`src/rtl/vga_timing_recovery.sv`:
```
// vga_timing_recovery: rebuilds hcount/vcount from sync/blank inputs
// and declares lock once line and frame geometry match the timing.
module vga_timing_recovery #(
   parameter int H_TOTAL      = 1344,
   parameter int V_TOTAL      = 806,
   parameter int H_SYNC_START = 1048,
   parameter int V_SYNC_START = 771
) (
   input  logic        clk65MHz,
   input  logic        rst,
   input  logic        hsync_in,
   input  logic        vsync_in,
   input  logic        hblnk_in,
   input  logic        vblnk_in,
   output logic [10:0] hcount_out,
   output logic [10:0] vcount_out,
   output logic        hsync_out,
   output logic        vsync_out,
   output logic        hblnk_out,
   output logic        vblnk_out,
   output logic        locked,
   output logic        sync_err,
   output logic [10:0] line_len,
   output logic [10:0] frame_lines
);

   localparam logic [1:0] SEARCH  = 2'd0;
   localparam logic [1:0] MEASURE = 2'd1;
   localparam logic [1:0] LOCKED  = 2'd2;

   localparam logic [10:0] CMAX = 11'h7ff;
   localparam logic [10:0] HT   = 11'(H_TOTAL);
   localparam logic [10:0] VT   = 11'(V_TOTAL);
   localparam logic [10:0] HS   = 11'(H_SYNC_START);
   localparam logic [10:0] VS   = 11'(V_SYNC_START);

   logic [1:0]  state;
   logic        vpend;
   logic        line_bad;
   logic        hfall;
   logic        vfall;
   logic        hsrise;
   logic        vsrise;
   logic        frame_start;
   logic [10:0] hinc;
   logic [10:0] vinc;
   logic [10:0] p;
   logic [10:0] v;
   logic        err;
   logic        meas_ok;

   // The delayed sync/blank outputs double as previous-cycle copies.
   always_comb begin
      hfall       = hblnk_out & ~hblnk_in;
      vfall       = vblnk_out & ~vblnk_in;
      hsrise      = ~hsync_out & hsync_in;
      vsrise      = ~vsync_out & vsync_in;
      frame_start = hfall & (vfall | vpend);
      hinc = (hcount_out == CMAX) ? CMAX : hcount_out + 11'd1;
      vinc = (vcount_out == CMAX) ? CMAX : vcount_out + 11'd1;
      p    = hfall ? 11'd0 : hinc;
      if (frame_start)
         v = 11'd0;
      else if (hfall)
         v = vinc;
      else
         v = vcount_out;
      err = (hfall && hinc != HT)
         || (!hfall && p == HT)
         || (frame_start && vinc != VT)
         || (!frame_start && v == VT)
         || (hsrise && p != HS)
         || (vsrise && (p != 11'd0 || v != VS));
      meas_ok = frame_start && !line_bad
         && hinc == HT && vinc == VT;
   end

   // Counters, delayed timing copies and measurements.
   always_ff @(posedge clk65MHz or posedge rst) begin
      if (rst) begin
         hcount_out  <= '0;
         vcount_out  <= '0;
         hsync_out   <= 1'b0;
         vsync_out   <= 1'b0;
         hblnk_out   <= 1'b0;
         vblnk_out   <= 1'b0;
         line_len    <= '0;
         frame_lines <= '0;
         vpend       <= 1'b0;
         line_bad    <= 1'b0;
      end else begin
         hcount_out <= p;
         vcount_out <= v;
         hsync_out  <= hsync_in;
         vsync_out  <= vsync_in;
         hblnk_out  <= hblnk_in;
         vblnk_out  <= vblnk_in;
         if (hfall)
            line_len <= hinc;
         if (frame_start)
            frame_lines <= vinc;
         if (hfall)
            vpend <= 1'b0;
         else if (vfall)
            vpend <= 1'b1;
         if (frame_start)
            line_bad <= 1'b0;
         else if (hfall && hinc != HT)
            line_bad <= 1'b1;
      end
   end

   // Lock FSM: search a frame start, measure one frame, then police.
   always_ff @(posedge clk65MHz or posedge rst) begin
      if (rst) begin
         state    <= SEARCH;
         locked   <= 1'b0;
         sync_err <= 1'b0;
      end else begin
         sync_err <= 1'b0;
         case (state)
            SEARCH: begin
               if (frame_start)
                  state <= MEASURE;
            end
            MEASURE: begin
               if (meas_ok) begin
                  state  <= LOCKED;
                  locked <= 1'b1;
               end
            end
            LOCKED: begin
               if (err) begin
                  state    <= SEARCH;
                  locked   <= 1'b0;
                  sync_err <= 1'b1;
               end
            end
            default: begin
               state  <= SEARCH;
               locked <= 1'b0;
            end
         endcase
      end
   end

endmodule

```
`config.mk`:
```
export PLATFORM = sky130hd
export DESIGN_NAME = vga_timing_recovery
export DESIGN_NICKNAME = d
export VERILOG_FILES = /design/src/rtl/vga_timing_recovery.sv
export SDC_FILE = /design/constraint.sdc
export NUM_CORES = 1
export LEC_CHECK = 0
export ABC_CLOCK_PERIOD_IN_PS = 2700
export CAP_MARGIN = 10
export CORE_MARGIN = 10
export CORE_UTILIZATION = 52
export DETAILED_ROUTE_END_ITERATION = 6
export PLACE_DENSITY = 0.8
export SLEW_MARGIN = 15
export SYNTH_ARGS = -nofsm -noshare
export SYNTH_HDL_FRONTEND = slang
export SYNTH_SLANG_ARGS = --single-unit
```
`constraint.sdc`:
```
create_clock -name clk65MHz -period 2.7 [get_ports clk65MHz]
set_input_delay 0.405 -clock clk65MHz [delete_from_list [all_inputs] [get_ports clk65MHz]]
set_output_delay 0.405 -clock clk65MHz [all_outputs]
set_load 0.01 [all_outputs]
```
# Word level (Yosys, flattened, before mapping)
# Cells that the tools add are included.
# op_classes
div_mod_pow,0
bitwise_logic,11
n_addsub,2
eq_ne,15
multipliers,0
magnitude_cmp,0
shift,0
n_reduce_logical,24
mux,18
# op_table
operator,n
11-bit two-way mux,5
"11-bit equality test, second input constant",4
"11-bit by 1-bit adder with 11-bit output, second input constant",2
"11-bit by 10-bit equality test with 1-bit output, second input constant",2
"11-bit by 10-bit != test with 1-bit output, second input constant",2
"11-bit != test, second input constant",2
11-bit nonzero test,1
1-bit logical AND,9
1-bit two-way mux,8
1-bit logical OR,6
2-bit two-way mux,3
"2-bit != test, second input constant",3
2-bit case mux with 3 select lines,1
3-bit AND reduction,2
1-bit bitwise AND,5
1-bit NOT,5
2-bit nonzero test,2
1-bit logical NOT,3
1-bit case mux with 3 select lines,1
"2-bit by 1-bit equality test with 1-bit output, second input constant",1
"2-bit equality test, second input constant",1
2-bit logical NOT,1
1-bit bitwise OR,1
# totals
latchBits,0
ff_bits,54
output_inout_bits,50
mem_bits_ro,0
ramBits,0
mem_count,0

# Depth between registers and ports, before layout
# Gate-level depths: netlist (run 1).
# logic_depth
ltp_word,12
mapped_depth,11
depth_no_buf,9

# Least setup slack after synthesis (run 1)
# OpenSTA, ideal clock, no wires.
# synth_timing
kind,reg2reg
start,register vcount_out[1]
end,register locked
path_slack_ns,0.131
n_path_buf,1
setup_time_ns,0.101
t_arrival_ns,2.468
stages_incl_launch_ff,11
synth_period_minus_slack_ns,2.569
path_cell_list,dfrtp_1 -> ha_1 -> nand3_4 -> or4_1 -> buf_2 -> a311oi_2 -> nor2_1 -> nand4_1 -> mux2i_1 -> nand3_1 -> o311ai_2
# synth_between
elab_chain_cells,11
# synth_rtl
item,line,text
start: declaration,16,"output logic [10:0] vcount_out,"
start signal: assignment,93,vcount_out <= v;
11-bit by 1-bit adder with 11-bit output or 11-bit equality test (tied branches),60,vinc = (vcount_out == CMAX) ? CMAX : vcount_out + 11'd1;
11-bit two-way mux *,60,
11-bit two-way mux *,64,else if (hfall)
11-bit two-way mux *,62,if (frame_start)
via v[3],48,logic [10:0] v;
11-bit by 10-bit equality test with 1-bit output,71,|| (!frame_start && v == VT)
1-bit logical AND,71,
1-bit logical OR,71,
1-bit logical OR,72,|| (hsrise && p != HS)
1-bit logical OR *,73,|| (vsrise && (p != 11'd0 || v != VS));
2-bit != test (no source line) *,--,
3-bit AND reduction (no source line) *,--,
end signal: assignment,117,locked <= 1'b0;
end signal: assignment,129,locked <= 1'b1;
end signal: assignment,135,locked <= 1'b0;
end: declaration,21,"output logic locked,"
# The timed path passes the listed nets; every way through them passes the cells marked *.
# A chain may end at the register's enable or synchronous reset.

# Worst setup path in the final report (run 1)
# layout_timing
start,register vcount_out[0]
end,register locked
# Same word-level chain as after synthesis.

==> flow_summary.json, run 1 <==
{
  "outcome": "finished clean",
  "max_freq_mhz": 383,
  "dp_hpwl_um": 6130,
  "rows": 27,
  "viasPerCell": 6.19,
  "post-place-cells": 456,
  "finalSetupViolCount": 0,
  "hold_viol_final": 0,
  "critPathRequiredTime_ns": 2.92,
  "critPathCaptureType": "flop",
  "synthMostInstantiatedCell": "dfrtp_1",
  "critical_path.max_stage_delay_ns": 0.61,
  "fp.dieW_um": 96.2,
  "arrival_ns": 2.84,
  "p_sw_share_pct": 31.0,
  "die_y_um": 96.2,
  "vias": 2889,
  "ys_seq_area_share_pct": 44.7,
  "criticalPathCategory": "reg -> reg",
  "path_cells": "ha_1 -> nand3_4 -> or4_1 -> a311oi_2 -> nor2_1 -> nand4_1 -> mux2i_1 -> nand3_1 -> o311ai_2",
  "ys_ff_latch": 54,
  "worst_pin_slew_ns": 0.515,
  "clockBufferDepth": 2,
  "cp_top_family": "simple AND/OR/NAND/NOR gates",
  "initial_core_util_pct": 54.2,
  "h-tree-depth": 2,
  "pwr-share-comb_pct": 31.2,
  "gp_congestion": 0.910,
  "max-slew-margin-rel_pct": 64.7,
  "cts-root-buf": "clkbuf_8",
  "antennaDiodeCount": 0,
  "cp.buffers_inverters": 0,
  "crit_path_max_fanout": 7,
  "postCtsHoldBufs": 0,
  "grt_max_degree": 33,
  "p_int_mw": 1.69,
  "skew_ns": 0.00779,
  "clkPwrFrac_pct": 27.6,
  "slew_violations": 0,
  "cts.sinks": 54,
  "syn_to_final_growth_pct": 30.4,
  "vdd_drop_max_uv": 346,
  "portBuffers": 55,
  "grt_remaining_overflow": 0,
  "synthArstFlopShare_pct": 100,
  "instances_no_fill": 467,
  "power_leakage_nw": 1.61,
  "hold_class": "in -> async",
  "grt_setup_unrepaired": "no",
  "max_cap_viol_count": 0,
  "setup-tns-final_ns": 0,
  "powerDensity_nw_per_um2": 621,
  "antenna_found_initial": 0,
  "wirelength_um": 8710,
  "core_area_sq_um": 5570,
  "drt_iter0_markers": 324,
  "synth_top_cell_area_share_pct": 44.7,
  "synth_edf_count": 0,
  "timing.final.crit_share_pct": 96.8,
  "grt_pass1_wl_um": 13900,
  "synthTopCellsByCount": "dfrtp_1, nor2_1, nand2_1",
  "dieArea_sq_um": 9260,
  "ant_nets": 0,
  "drc": 0,
  "grt_pass1_vias": 2709,
  "io_pins": 56,
  "tritoncts": "yes",
  "clk_latency_ns": 0.32,
  "syn-mean-instance-area_sq_um": 9.19,
  "drive_gt1_share_pct": 15.7,
  "dr.pass1.iters": 5,
  "nets": 402,
  "slowest_stage": "or4_1",
  "synthesis.nets": 337,
  "synth_area_leader_cell": "dfrtp_1",
  "synth.distinct_cells": 63,
  "track_usage_pct": 18.8,
  "wl_per_cell_um": 18.7,
  "ys_top_cells_by_area": "dfrtp_1, nor2_1, o21ai_0",
  "syn_area_sq_um": 3020,
  "p_switching_mw": 0.759,
  "syn_inst": 329,
  "startpoint_type": "flop",
  "p_seq_share_pct": 41.2,
  "ys.flop_type": "dfrtp_1",
  "ys_warn_count": 0,
  "clk_pin_slew_ns": 0.10,
  "fin_crit_ns": 2.61,
  "cts-buffers-inserted": 5
}
-- power by group through the flow --
stage          logic (mW)  clock network, mW  registers (mW)
5_1_grt             0.831              0.708            1.03
3_5_place_dp        0.713                  0            1.02
4_1_cts             0.718              0.675            1.01
6_report            0.763              0.675            1.01
3_3_place_gp        0.704                  0            1.02
2_1_floorplan       0.322                  0            1.05
-- timing repair --
| item | in CTS | in global routing |
|---|---|---|
| resized for setup | 0 | 11 |
| buffers inserted | 0 | 3 |
| endpoints found under the setup margin | 0 | 2 |
-- layout make-up --
class	instances	area, sq um
fillers	440	1630
flip-flops and latches	54	1360
repair buffers	81	771
well taps	72	90.1
clock buffers	6	82.6
clock inverters	2	60.1
multi-input cells	244	1550
inverters	8	30.0
-- per-stage QoR --
stage	hold slack, ns	total power, mW	cell area, sq um	setup WS, ns	utilization (%)
after floorplan	0.436	1.37	3020	0.131	-
after global placement	0.454	1.72	3740	0.0675	67.0
after detailed placement	0.466	1.73	3740	0.0250	67.0
after CTS	0.455	2.40	3880	0.00638	69.6
after global routing	0.488	2.57	3940	0.0262	70.7
final	0.437	2.45	3940	0.0857	70.7
-- kinds of logic (layout without fill, tap and decap cells) --
group	Yosys count	after routing	share of synthesized area, %
xor+xnor	7	7	2.03
compound gates	86	86	20.0
mux	6	6	1.99
fa+ha+maj	2	2	0.828
buf+inv	31	97	5.17
flops	54	54	44.7
simple gates	143	143	25.3
-- sequential cells by signal (all words and copies together), names as in the netlist --
name         flops
line_len        11
hsync_out        1
vsync_out        1
sync_err         1
vpend            1
hcount_out      11
frame_lines     11
hblnk_out        1
vblnk_out        1
state            2
locked           1
line_bad         1
vcount_out      11
-- worst paths after layout --
check | start | to | slack (ns) | cells past startpoint
min in group clk65MHz | frame_lines[10]$_DFFE_PP0N_ | frame_lines[10]$_DFFE_PP0N_ | 0.49 | 2
max in group asynchronous | rst | hcount_out[3]$_DFF_PP0_ | 1.71 | 3
setup / recovery | vcount_out[0]$_DFF_PP0_ | locked$_DFFE_PP0P_ | 0.09 | 9
hold / removal | rst | vcount_out[1]$_DFF_PP0_ | 0.44 | 2
hold reg to reg | frame_lines[10]$_DFFE_PP0N_ | frame_lines[10]$_DFFE_PP0N_ | 0.49 | 2
setup reg to reg | vcount_out[0]$_DFF_PP0_ | locked$_DFFE_PP0P_ | 0.09 | 9
-- cells in the final DEF (no fill, tap or decap), drive strengths merged, types with 3 or more instances in the layout --
master,synthesis,layout
a21oi,12,12
a31oi,8,8
o31ai,4,4
nand2,36,36
nor4,3,3
nand4b,4,4
nor3,8,8
nor2b,5,5
a41oi,3,3
mux2i,6,6
o21a,5,5
nor2,39,39
and3,4,4
nand4,6,6
nand3,10,10
dfrtp,54,54
o21ai,33,33
clkdlybuf4s50,0,55
and4,5,5
nand2b,3,3
and4bb,3,3
xnor2,4,4
clkbuf,11,6
and2,7,7
inv,8,8
buf,11,26
xor2,3,3
-- worst reg2reg max path: stages (launching register included) --
cell,delay (ns)
dfrtp_1,0.37
ha_1,0.22
nand3_4,0.15
or4_1,0.61
a311oi_2,0.29
nor2_1,0.11
nand4_1,0.13
mux2i_1,0.26
nand3_1,0.16
o311ai_2,0.22
-- layer usage --
metal,share of wire [%],vias up,GRT usage [%]
li1,-,1325,-
met1,43,1374,26.0
met2,45,164,28.3
met3,9.4,26,4.59
met4,2.6,0,5.77
met5,0,-,0
No activity file was read; power rests on OpenSTA's default activity.
==> run 2: changes to the inputs <==
Settings changed: ABC_CLOCK_PERIOD_IN_PS 2700 to 3000.
Clock period 2.7 ns to 3 ns, I/O delays scaled along.
==> flow_summary.json, run 2 (same netlist as run 1, synthesis figures left out) <==
{
  "outcome": "finished clean",
  "initial_core_util_pct": 54.2,
  "powerDensity_nw_per_um2": 516,
  "crit_path_max_fanout": 7,
  "max_freq_mhz": 379,
  "arrival_ns": 2.86,
  "p_sw_share_pct": 33.7,
  "fin_crit_ns": 2.64,
  "grt_setup_unrepaired": "no",
  "clkPwrFrac_pct": 21.4,
  "finalSetupViolCount": 0,
  "skew_ns": 0.0164,
  "dr.pass1.iters": 5,
  "cts-resized-gates": 0,
  "max_cap_viol_count": 0,
  "hold_class": "reg -> reg",
  "h-tree-depth": 2,
  "cts.sinks": 54,
  "vias": 2754,
  "power_leakage_nw": 1.51,
  "grt_max_degree": 55,
  "track_usage_pct": 18.0,
  "max-slew-margin-rel_pct": 55.1,
  "wirelength_um": 8150,
  "fp.dieW_um": 96.2,
  "gp_congestion": 0.990,
  "core_area_sq_um": 5570,
  "grt_pass1_wl_um": 13200,
  "rows": 27,
  "drive_gt1_share_pct": 11.2,
  "hold_viol_final": 0,
  "whs_ns": 0.491,
  "final_cell_mix": "clkdlybuf4s50_1, dfrtp_1, nor2_1, nand2_1, o21ai_0",
  "p_int_mw": 1.28,
  "critPathCaptureType": "flop",
  "grt_pass1_vias": 2607,
  "vdd_drop_max_uv": 286,
  "setup-tns-final_ns": 0,
  "cts-buffers-inserted": 5,
  "die_y_um": 96.2,
  "nets": 392,
  "critPathRequiredTime_ns": 3.22,
  "dieArea_sq_um": 9260,
  "tritoncts": "yes",
  "dp_hpwl_um": 6040,
  "clk_pin_slew_ns": 0.10,
  "grt_remaining_overflow": 0,
  "rrSetupSlack_ns": 0.36,
  "postCtsSetupBuffers": 0,
  "portBuffers": 55,
  "ant_nets": 0,
  "wl_per_cell_um": 17.8,
  "criticalPathCategory": "reg -> reg",
  "p_seq_share_pct": 47.4,
  "pwr-share-comb_pct": 31.2,
  "clockBufferDepth": 2,
  "mostFrequentLayoutCell": "clkdlybuf4s50_1",
  "drc": 0,
  "postCtsHoldBufs": 0,
  "worst_pin_slew_ns": 0.674,
  "cts-root-buf": "clkbuf_8",
  "viasPerCell": 6.03,
  "io_pins": 56,
  "clk_latency_ns": 0.31,
  "antenna_found_initial": 0,
  "startpoint_type": "flop",
  "p_switching_mw": 0.653,
  "fin_util_pct": 67.3,
  "drt_iter0_markers": 190,
  "slew_violations": 0,
  "p_total_mw": 1.93,
  "antennaDiodeCount": 0,
  "timing.final.crit_share_pct": 87.9,
  "syn_to_final_growth_pct": 24.0
}
==> run 2: cell count changes in the layout (fill, tap and decap cells not counted), moves of 2 or more <==
cell | before | now
buf_12 | 2 | 0
buf_4 | 24 | 16
bufinv_16 | 2 | 0
dfrtp_1 | 51 | 54
dfrtp_2 | 3 | 0
==> run 2: final cells by class <==
type                            count  area (sq um)
Inverter                            8          30.0
Multi-Input combinational cell    244          1520
Clock inverter                      2          16.3
Tap cell                           72          90.1
Clock buffer                        6          72.6
Timing Repair Buffer               71           671
Sequential cell                    54          1350
Fill cell                         468          1830
==> run 2: metal layers <==
layer	GRT usage (%)	vias up	wire length, um
li1	-	1308	-
met4	5.53	0	127
met2	28.4	91	3780
met1	23.5	1341	3630
met5	0	-	0
met3	4.75	14	615
==> run 2: through the flow <==
| step | worst slack (ns) | std cells | instance area (sq um) |
|---|---|---|---|
| after floorplan | 0.431 | 329 | 3020 |
| after global placement | 0.357 | 449 | 3660 |
| after detailed placement | 0.307 | 449 | 3660 |
| after CTS | 0.380 | 457 | 3750 |
| after global routing | 0.151 | 457 | 3750 |
| final | 0.363 | 457 | 3750 |
==> run 2: power by group through the flow <==
stage                     registers, mW  clock network (mW)  logic, mW
after floorplan                   0.947                   0      0.290
after global placement            0.925                   0      0.594
after detailed placement          0.931                   0      0.603
after CTS                         0.917               0.420      0.606
after global routing              0.932               0.460      0.653
final                             0.918               0.413      0.603
==> run 2: path summary, 6_finish.rpt <==
| path | start | to | depth (start not counted) |
|---|---|---|---|
| max | hcount_out[1]$_DFF_PP0_ | locked$_DFFE_PP0P_ | 9 |
| min in group asynchronous | rst | frame_lines[2]$_DFFE_PP0N_ | 3 |
| min | frame_lines[1]$_DFFE_PP0N_ | frame_lines[1]$_DFFE_PP0N_ | 2 |
| max in group asynchronous | rst | hcount_out[9]$_DFF_PP0_ | 3 |
| min reg2reg | frame_lines[1]$_DFFE_PP0N_ | frame_lines[1]$_DFFE_PP0N_ | 2 |
| max reg2reg | hcount_out[1]$_DFF_PP0_ | locked$_DFFE_PP0P_ | 9 |
==> run 2: worst max-delay path, cell delays in order (launching register included) <==
cell	delay, ns
dfrtp_1	0.45
ha_1	0.26
and2_1	0.21
o31ai_1	0.28
o2111ai_1	0.19
nand3b_1	0.21
o41a_1	0.43
o21ai_1	0.16
nand3_1	0.14
o311ai_2	0.22
